**src/rtl/if_id_queue.sv**
```systemverilog
// IF->ID boundary queue: a DEPTH-entry first-word-fall-through buffer of {pc, instr} pairs with
// valid/ready on both sides, flush on redirect, and NOP presentation when empty.
module if_id_queue #(
  parameter int unsigned PC_WIDTH    = 32,
  parameter int unsigned INSTR_WIDTH = 32,
  parameter int unsigned DEPTH       = 2,
  parameter logic [INSTR_WIDTH-1:0] NOP_INSTR = '0
) (
  input  logic                     clk,
  input  logic                     reset,
  input  logic                     flush,
  input  logic                     if_valid,
  output logic                     if_ready,
  input  logic [PC_WIDTH-1:0]      if_pc_in,
  input  logic [INSTR_WIDTH-1:0]   if_instr_in,
  output logic                     id_valid,
  input  logic                     id_ready,
  output logic [PC_WIDTH-1:0]      id_pc_out,
  output logic [INSTR_WIDTH-1:0]   id_instr_out,
  output logic [$clog2(DEPTH):0]   count
);

  localparam int unsigned PtrW = $clog2(DEPTH);
  localparam int unsigned CntW = PtrW + 1;
  localparam logic [CntW-1:0] CountFull = CntW'(DEPTH);

  logic [PC_WIDTH-1:0]    pc_mem    [DEPTH];
  logic [INSTR_WIDTH-1:0] instr_mem [DEPTH];

  logic [PtrW-1:0] wr_ptr_q, wr_ptr_d;
  logic [PtrW-1:0] rd_ptr_q, rd_ptr_d;
  logic [CntW-1:0] count_q, count_d;

  logic push;
  logic pop;
  logic full;
  logic empty;

  assign full  = (count_q == CountFull);
  assign empty = (count_q == '0);

  // Ready depends only on occupancy and flush, never on id_ready.
  assign if_ready = ~full & ~flush;
  assign id_valid = ~empty;

  assign push = if_valid & if_ready;
  assign pop  = id_valid & id_ready & ~flush;

  always_comb begin
    wr_ptr_d = wr_ptr_q;
    rd_ptr_d = rd_ptr_q;
    count_d  = count_q;
    if (flush) begin
      wr_ptr_d = '0;
      rd_ptr_d = '0;
      count_d  = '0;
    end else begin
      // Pointers wrap naturally because DEPTH is a power of two.
      if (push) wr_ptr_d = wr_ptr_q + PtrW'(1);
      if (pop)  rd_ptr_d = rd_ptr_q + PtrW'(1);
      count_d = count_q + {{(CntW-1){1'b0}}, push} - {{(CntW-1){1'b0}}, pop};
    end
  end

  always_ff @(posedge clk) begin
    if (reset) begin
      wr_ptr_q <= '0;
      rd_ptr_q <= '0;
      count_q  <= '0;
    end else begin
      wr_ptr_q <= wr_ptr_d;
      rd_ptr_q <= rd_ptr_d;
      count_q  <= count_d;
    end
  end

  // Payload storage carries no reset; only resident entries are ever presented.
  always_ff @(posedge clk) begin
    if (push) begin
      pc_mem[wr_ptr_q]    <= if_pc_in;
      instr_mem[wr_ptr_q] <= if_instr_in;
    end
  end

  always_comb begin
    id_pc_out    = '0;
    id_instr_out = NOP_INSTR;
    if (id_valid) begin
      id_pc_out    = pc_mem[rd_ptr_q];
      id_instr_out = instr_mem[rd_ptr_q];
    end
  end

  assign count = count_q;

endmodule
```
**config.mk**
```make
export PLATFORM = sky130hd
export DESIGN_NAME = if_id_queue
export DESIGN_NICKNAME = d
export VERILOG_FILES = /design/src/rtl/if_id_queue.sv
export SDC_FILE = /design/constraint.sdc
export NUM_CORES = 1
export LEC_CHECK = 0
export ABC_AREA = 0
export CAP_MARGIN = 0
export CORE_MARGIN = 2
export CORE_UTILIZATION = 42
export CTS_CLUSTER_DIAMETER = 150
export DETAILED_ROUTE_END_ITERATION = 12
export PLACE_DENSITY_LB_ADDON = 0.05
export SKIP_CTS_REPAIR_TIMING = 1
export SYNTH_ARGS = -nofsm -noshare
export SYNTH_HDL_FRONTEND = slang
export SYNTH_SLANG_ARGS = --single-unit
```
**constraint.sdc**
```tcl
create_clock -name clk -period 6.75 [get_ports clk]
set_clock_uncertainty 0.05 [all_clocks]
set_input_delay 1.35 -clock clk [delete_from_list [all_inputs] [get_ports clk]]
set_output_delay 1.35 -clock clk [all_outputs]
set_load 0.01 [all_outputs]
```
==> reports/metrics.yaml <==
timing:
  tightest_slew_ns: 0.927
  drv_slew: 0
  max_freq_mhz: 246
  relSlewSlack: 0.382
  fin_crit_sh: 0.602
  fin_crit_ns: 4.06
  rsz0062_at_grt: "false"
  hold_viol_final: 0
  setup_viol_count_final: 0
  setup_tns_ns: 0
critical_path:
  crit_buf_inv: 2
  critPathSlowestCell: "dfxtp_4"
  cp.arrival_ns: 2.66
  setup.worst_path.start_class: "flip-flop"
  reg2regPathDepth: 4
  worstSetupPathType: "reg -> out"
  r2r-end: "pc_mem[0][24]"
  crit_path_cell_trace: "buf_4 -> mux2i_1 -> nor2_1 -> clkdlybuf4s50_1"
  r2r_slack_ns: 4.17
  r2r-start: "count[0]"
  crit_required_ns: 5.35
  critPathCaptureType: "output port"
  path_delay_family: "buffers and inverters"
  worstPathMaxFanout: 37
  max_stage_delay_ns: 0.66
placed_design:
  io_buffers: 136
  gp_congestion: 0.731
  dp_hpwl_um: 5820
logic_synthesis:
  synth.top_cells.by_count: "edfxtp_1, nor2_1, mux2i_1, buf_6"
  synth_top_cell_area_share: 0.754
  ys_async_sr_fraction: 0
  yosysSeqAreaShare: 0.774
  syn_area_um2: 5100
  synth_nets: 370
  synth_most_common_cell: "edfxtp_1"
  synth_top_cell_by_area: "edfxtp_1"
  synth_flop_cell: "edfxtp_1"
  ys_seq_elements: 133
  syn_inst: 299
  synthDistinctLibCells: 21
  ys_warn_count: 0
  ys_top_cells_by_area: "edfxtp_1, mux2i_1, nor2_1"
  syn_area_per_cell_um2: 17.0
  synth-edff-count: 128
worst_hold_path:
  hold_class: "reg -> reg"
  min_to: "rd_ptr_q"
  hold_start: "rd_ptr_q"
  hold_depth: 2
clocking:
  cts_max_level: 4
  path_clk_slew_ns: 0.05
  cts_buffers: 17
  cts_tree: "built"
  cts_sinks: 133
  clockBufferDepth: 2
  clock_latency_ns: 0.40
  root_buffer: "clkbuf_16"
power_and_ir_drop:
  p_leak_uw: 0.00227
  design_power_total_uw: 1810
  vdd_drop_max_mv: 0.153
  power_density_nw_per_um2: 257
layout:
  area_delta_synth_final_pct: 38.6
  drive_gt1_frac: 0.0636
  diodes: 0
  nets: 514
grt:
  grt_max_degree: 65
  grt_pass1_wl_um: 14600
  antenna_found_initial: 0
  grt_pass1_vias: 2980
  grtUsageTotal: 0.152
  gr-total-overflow: 0
detailed_routing:
  drt_iter0_drc: 141
  drcViolationCount: 0
  wl_per_cell_um: 15.6
  totalWireLength_um: 9430
  vias: 2873
  dr.pass1.iters: 6
  antenna_left: 0
  routed_via_density: 4.76
run:
  max_cap_viol_count: 0
floorplan:
  num_rows: 40
  die_w_um: 114
  die_h_um: 114
  initial_core_util: 0.428
  core_area_um2: 11900
  io_pins: 137
  die_area_um2: 13000
outcome:
  outcome: "finished, final reports clean"
==> metrics by stage <==
stage               cell area, um^2   util  instances  hold WS (ns)  setup slack [ns]
finish                         7060  0.593        603         0.521              2.69
global route                   7060  0.593        603         0.552              2.54
CTS                            7060  0.593        603         0.530              2.66
detailed placement             6580  0.552        571         0.518              2.66
global placement               6580  0.552        571         0.500              2.71
floorplan                      5100      -        299         0.434              1.77
==> worst max path at each step <==
stage	start	slack (ns)	depth (start not counted)	to
6_report	flip-flop	2.69	4	id_instr_out[2]
5_1_grt	flip-flop	2.54	4	id_instr_out[1]
4_1_cts	flip-flop	2.66	4	id_instr_out[2]
3_5_place_dp	flush	2.66	4	pc_mem[0][25]
3_3_place_gp	flush	2.71	4	pc_mem[0][25]
2_1_floorplan	if_valid	1.77	3	instr_mem[0][0]
==> cell families after synthesis <==
| logic type | after synthesis | share of synthesized area |
|---|---|---|
| flops | 133 | 0.774 |
| simple gates | 77 | 0.0626 |
| mux | 64 | 0.126 |
| buf+inv | 17 | 0.0241 |
| compound gates | 3 | 0.00393 |
| xor+xnor | 3 | 0.00516 |
| fa+ha+maj | 2 | 0.00491 |
==> routing by layer <==
metal / vias to the layer above / track usage / wire length, um
li1: 1396 / - / -
met1: 1373 / 0.177 / 3920
met2: 89 / 0.250 / 4730
met3: 15 / 0.0588 / 619
met4: 0 / 0.0683 / 155
met5: - / 0 / 0
==> worst reg2reg max path: stages (launching register included) <==
cell,delay (ns)
dfxtp_1,0.47
nor2b_4,0.08
or3_4,0.36
nor2_4,0.68
buf_4,0.56
==> state kept, by name (all words and copies together) (netlist names), named ones only <==
register   count
rd_ptr_q       1
count          2
wr_ptr_q       1
instr_mem     64
pc_mem        64
==> report_power, final <==
| part | switching (uW) | internal, uW | total (uW) |
|---|---|---|---|
| registers | 7.25 | 934 | 941 |
| clock network | 292 | 458 | 750 |
| logic | 53.7 | 70.6 | 124 |
| total | 353 | 1460 | 1810 |
==> layout by cell type (no fill, tap or decap) <==
| cell | Yosys | final |
|---|---|---|
| and3_4 | 0 | 1 |
| inv_1 | 3 | 3 |
| buf_4 | 2 | 3 |
| nor2_1 | 69 | 67 |
| dfxtp_4 | 0 | 1 |
| xor2_1 | 1 | 1 |
| o31ai_1 | 1 | 1 |
| or3_4 | 1 | 1 |
| edfxtp_1 | 128 | 128 |
| clkdlybuf4s50_1 | 0 | 136 |
| xnor2_1 | 2 | 2 |
| nor3_1 | 2 | 2 |
| o21ai_0 | 1 | 1 |
| and2_1 | 2 | 2 |
| nor2b_4 | 1 | 1 |
| nor2_4 | 0 | 2 |
| or3_1 | 1 | 1 |
| o211ai_1 | 1 | 1 |
| mux2i_1 | 64 | 64 |
| clkbuf_1 | 1 | 6 |
| clkinv_1 | 0 | 6 |
| ha_1 | 2 | 2 |
| dfxtp_1 | 5 | 4 |
| clkbuf_16 | 0 | 17 |
| clkinv_2 | 0 | 3 |
==> cell type report <==
| class | instances | area (um^2) |
|---|---|---|
| fill | 946 | 4850 |
| sequential | 133 | 3950 |
| timing repair buffer | 139 | 1380 |
| multi-input combinational | 149 | 1050 |
| clock buffer | 23 | 448 |
| tap | 147 | 184 |
| clock inverter | 9 | 37.5 |
| inverter | 3 | 11.3 |
Power figures use the tool's default switching activity.
==> edit: new RTL, same flow settings <==
The parameter `PC_WIDTH` goes from 32 to 64.
--- a/src/rtl/if_id_queue.sv
+++ b/src/rtl/if_id_queue.sv
@@ -2,5 +2,5 @@
 // valid/ready on both sides, flush on redirect, and NOP presentation when empty.
 module if_id_queue #(
-  parameter int unsigned PC_WIDTH    = 32,
+  parameter int unsigned PC_WIDTH    = 64,
   parameter int unsigned INSTR_WIDTH = 32,
   parameter int unsigned DEPTH       = 2,
Interface: changed (resized id_pc_out and if_pc_in); port bits go from 137 to 201. The function was not compared with the original's and may differ.
==> edit against the original RTL <==
Power is 38% higher. Cell area increased by 45%. Critical path depth unchanged. Area after synthesis is 48% higher. Combinational power is 49% higher. Register-to-register slack improved by 20 ps. Sequential power is 48% higher. Core utilization shrank 0.42 points. Sequential cell count is 64 higher. Setup slack lost 350 ps. Die area increased by 46%. Routed wire length rose by 61%.
==> edit: results (changes against the original RTL) <==
Outcome
  – Outcome: complete, no violations (unchanged)

STA
  – Rel. slew slack: 0.197 (was 0.382)

Synth
  – Mux cell area share after synthesis: 0.127 (was 0.126)
  – EDFF count, synth: 192 (was 128)
  – Post-synthesis xor/xnor area fraction: 0.00348 (was 0.00515)
  – Leading post-synthesis cells by cell area: edfxtp_1 (76%), mux2i_1 (13%), nor2_1 (5.0%) (was edfxtp_1 (75%), mux2i_1 (13%), nor2_1 (5.1%))
  – Post-synth ARST share: 0 (unchanged)
  – Post-synthesis compound-gate area fraction: 0.00265 (was 0.00393)
  – Sequential share of the synthesized area: 0.778 (was 0.774)
  – Syn_nets: 537 (was 370)
  – Commonest cells post-synth: edfxtp_1 (192), nor2_1 (100), mux2i_1 (96), buf_4 (7) (was edfxtp_1 (128), nor2_1 (69), mux2i_1 (64), buf_6 (6))
  – Synth Area in Adders: 0.00332 (was 0.00491)
  – Netlist cell types: 24 (was 21)
  – Cell count after synthesis: 434 (was 299)

Setup path
  – Critical R2R Launch: count[0] (unchanged)
  – RR Endpoint: pc_mem[1][61] (was pc_mem[0][24])
  – Largest stage delay, worst path: 910 ps (was 660 ps)
  – Worst-path fanout max: 49 (was 37)
  – R2r setup slk: 4190 ps (was 4170 ps)
  – Worst EP arrival: 3010 ps (was 2660 ps)
  – Slowest library cell on the worst path: nor2_4 (was dfxtp_4)

Global route
  – First-pass GRT wire length: 22200 um (was 14600 um)
  – Total track usage: 0.160 (was 0.152)
  – Largest net degree at the start of global routing: 76 (was 65)
  – Number of global-route vias before repair: 4357 (was 2980)

Placed design
  – Post-DP HPWL: 9830 um (was 5820 um)
  – Number of port buffers: 200 (was 136)
  – DP Area: 9710 um2 (was 6580 um2)
  – Placed Cells: 843 (was 571)
  – GPL Wtd Cong: 0.700 (was 0.731)

Power
  – Leakage: 0.00324 uW (was 0.00227 uW)
  – Worst VDD drop: 0.172 mV (was 0.153 mV)

Cells and area
  – Reg with most FFs: pc_mem
  – Final Net Count: 740 (was 514)
  – Diode count: 0 (unchanged)
  – Share of cells above drive strength 1: 0.0646 (was 0.0636)

Clock tree
  – H-tree depth: 4 (unchanged)
  – CTS Buf Count: 17 (unchanged)
  – Clock slew seen by the registers of the worst setup and hold paths: 70 ps (was 50 ps)
  – Root Driver: clkbuf_16 (unchanged)
  – Clock Latency Late Sink: 420 ps (was 400 ps)

Route
  – Drt initial violations: 313 (was 141)
  – Drt pass-1 iters: 4 (was 6)
  – Drt via density: 4.79 (was 4.76)
  – Final WL: 15200 um (was 9430 um)
  – DR WL/cell: 17.4 um (was 15.6 um)

Worst hold path
  – Hold EP: wr_ptr_q (was rd_ptr_q)
  – Hold_sp: wr_ptr_q (was rd_ptr_q)
  – Hold Path Cell Cnt: 2 (unchanged)
[edit: tightest hold or removal path, stage by stage (launching register included)]
cell and delay (ps):
dfxtp_1 360, o211ai_1 100, o31ai_1 70
[edit: cells by family after synthesis]
family | count (synthesis)
mux | 96
compound gates | 3
flops | 197
simple gates | 109
fa+ha+maj | 2
xor+xnor | 3
buf+inv | 24
[edit: through the flow]
| stage | hold slack (ps) | power (uW) | setup WS (ps) |
|---|---|---|---|
| after floorplan | 434 | 1490 | 385 |
| after detailed placement | 509 | 1610 | 2690 |
| after CTS | 516 | 2540 | 2220 |
| final | 515 | 2510 | 2340 |
| after global placement | 498 | 1600 | 2730 |
| after global routing | 556 | 2600 | 2080 |
[edit: per-layer routing]
metal / share of wire / vias to the layer above / track usage / wire length [um]
li1: - / 2020 / - / -
met2: 0.50 / 133 / 0.270 / 7550
met1: 0.42 / 2018 / 0.191 / 6310
met3: 0.072 / 20 / 0.0541 / 1100
met5: 0 / - / 0 / 0
met4: 0.016 / 0 / 0.0601 / 240
[edit: how the worst max path moves through the flow]
stage,startpoint,end,slack [ps]
after floorplan,if_valid,instr_mem[0][0],380
after global placement,count[0],id_instr_out[13],2730
after detailed placement,count[0],id_pc_out[59],2690
after CTS,count[0],id_instr_out[13],2220
after global routing,count[0],id_instr_out[13],2080
final,count[0],id_instr_out[13],2340
[edit: final cells by class]
class	count	area, um2
well taps	225	282
inverters	3	11.3
clock buffers	18	429
clock inverters	14	119
flip-flops and latches	197	5870
fillers	1358	7160
multi-input cells	213	1490
repair buffers	205	2050
[edit: report_power, final]
group          total (uW)  leakage, uW  switching [uW]  internal [uW]
Sequential           1390      0.00180            9.76           1380
Combinational         185      0.00117            81.2            104
Clock                 933     0.000264             451            482
Total                2510      0.00324             542           1970
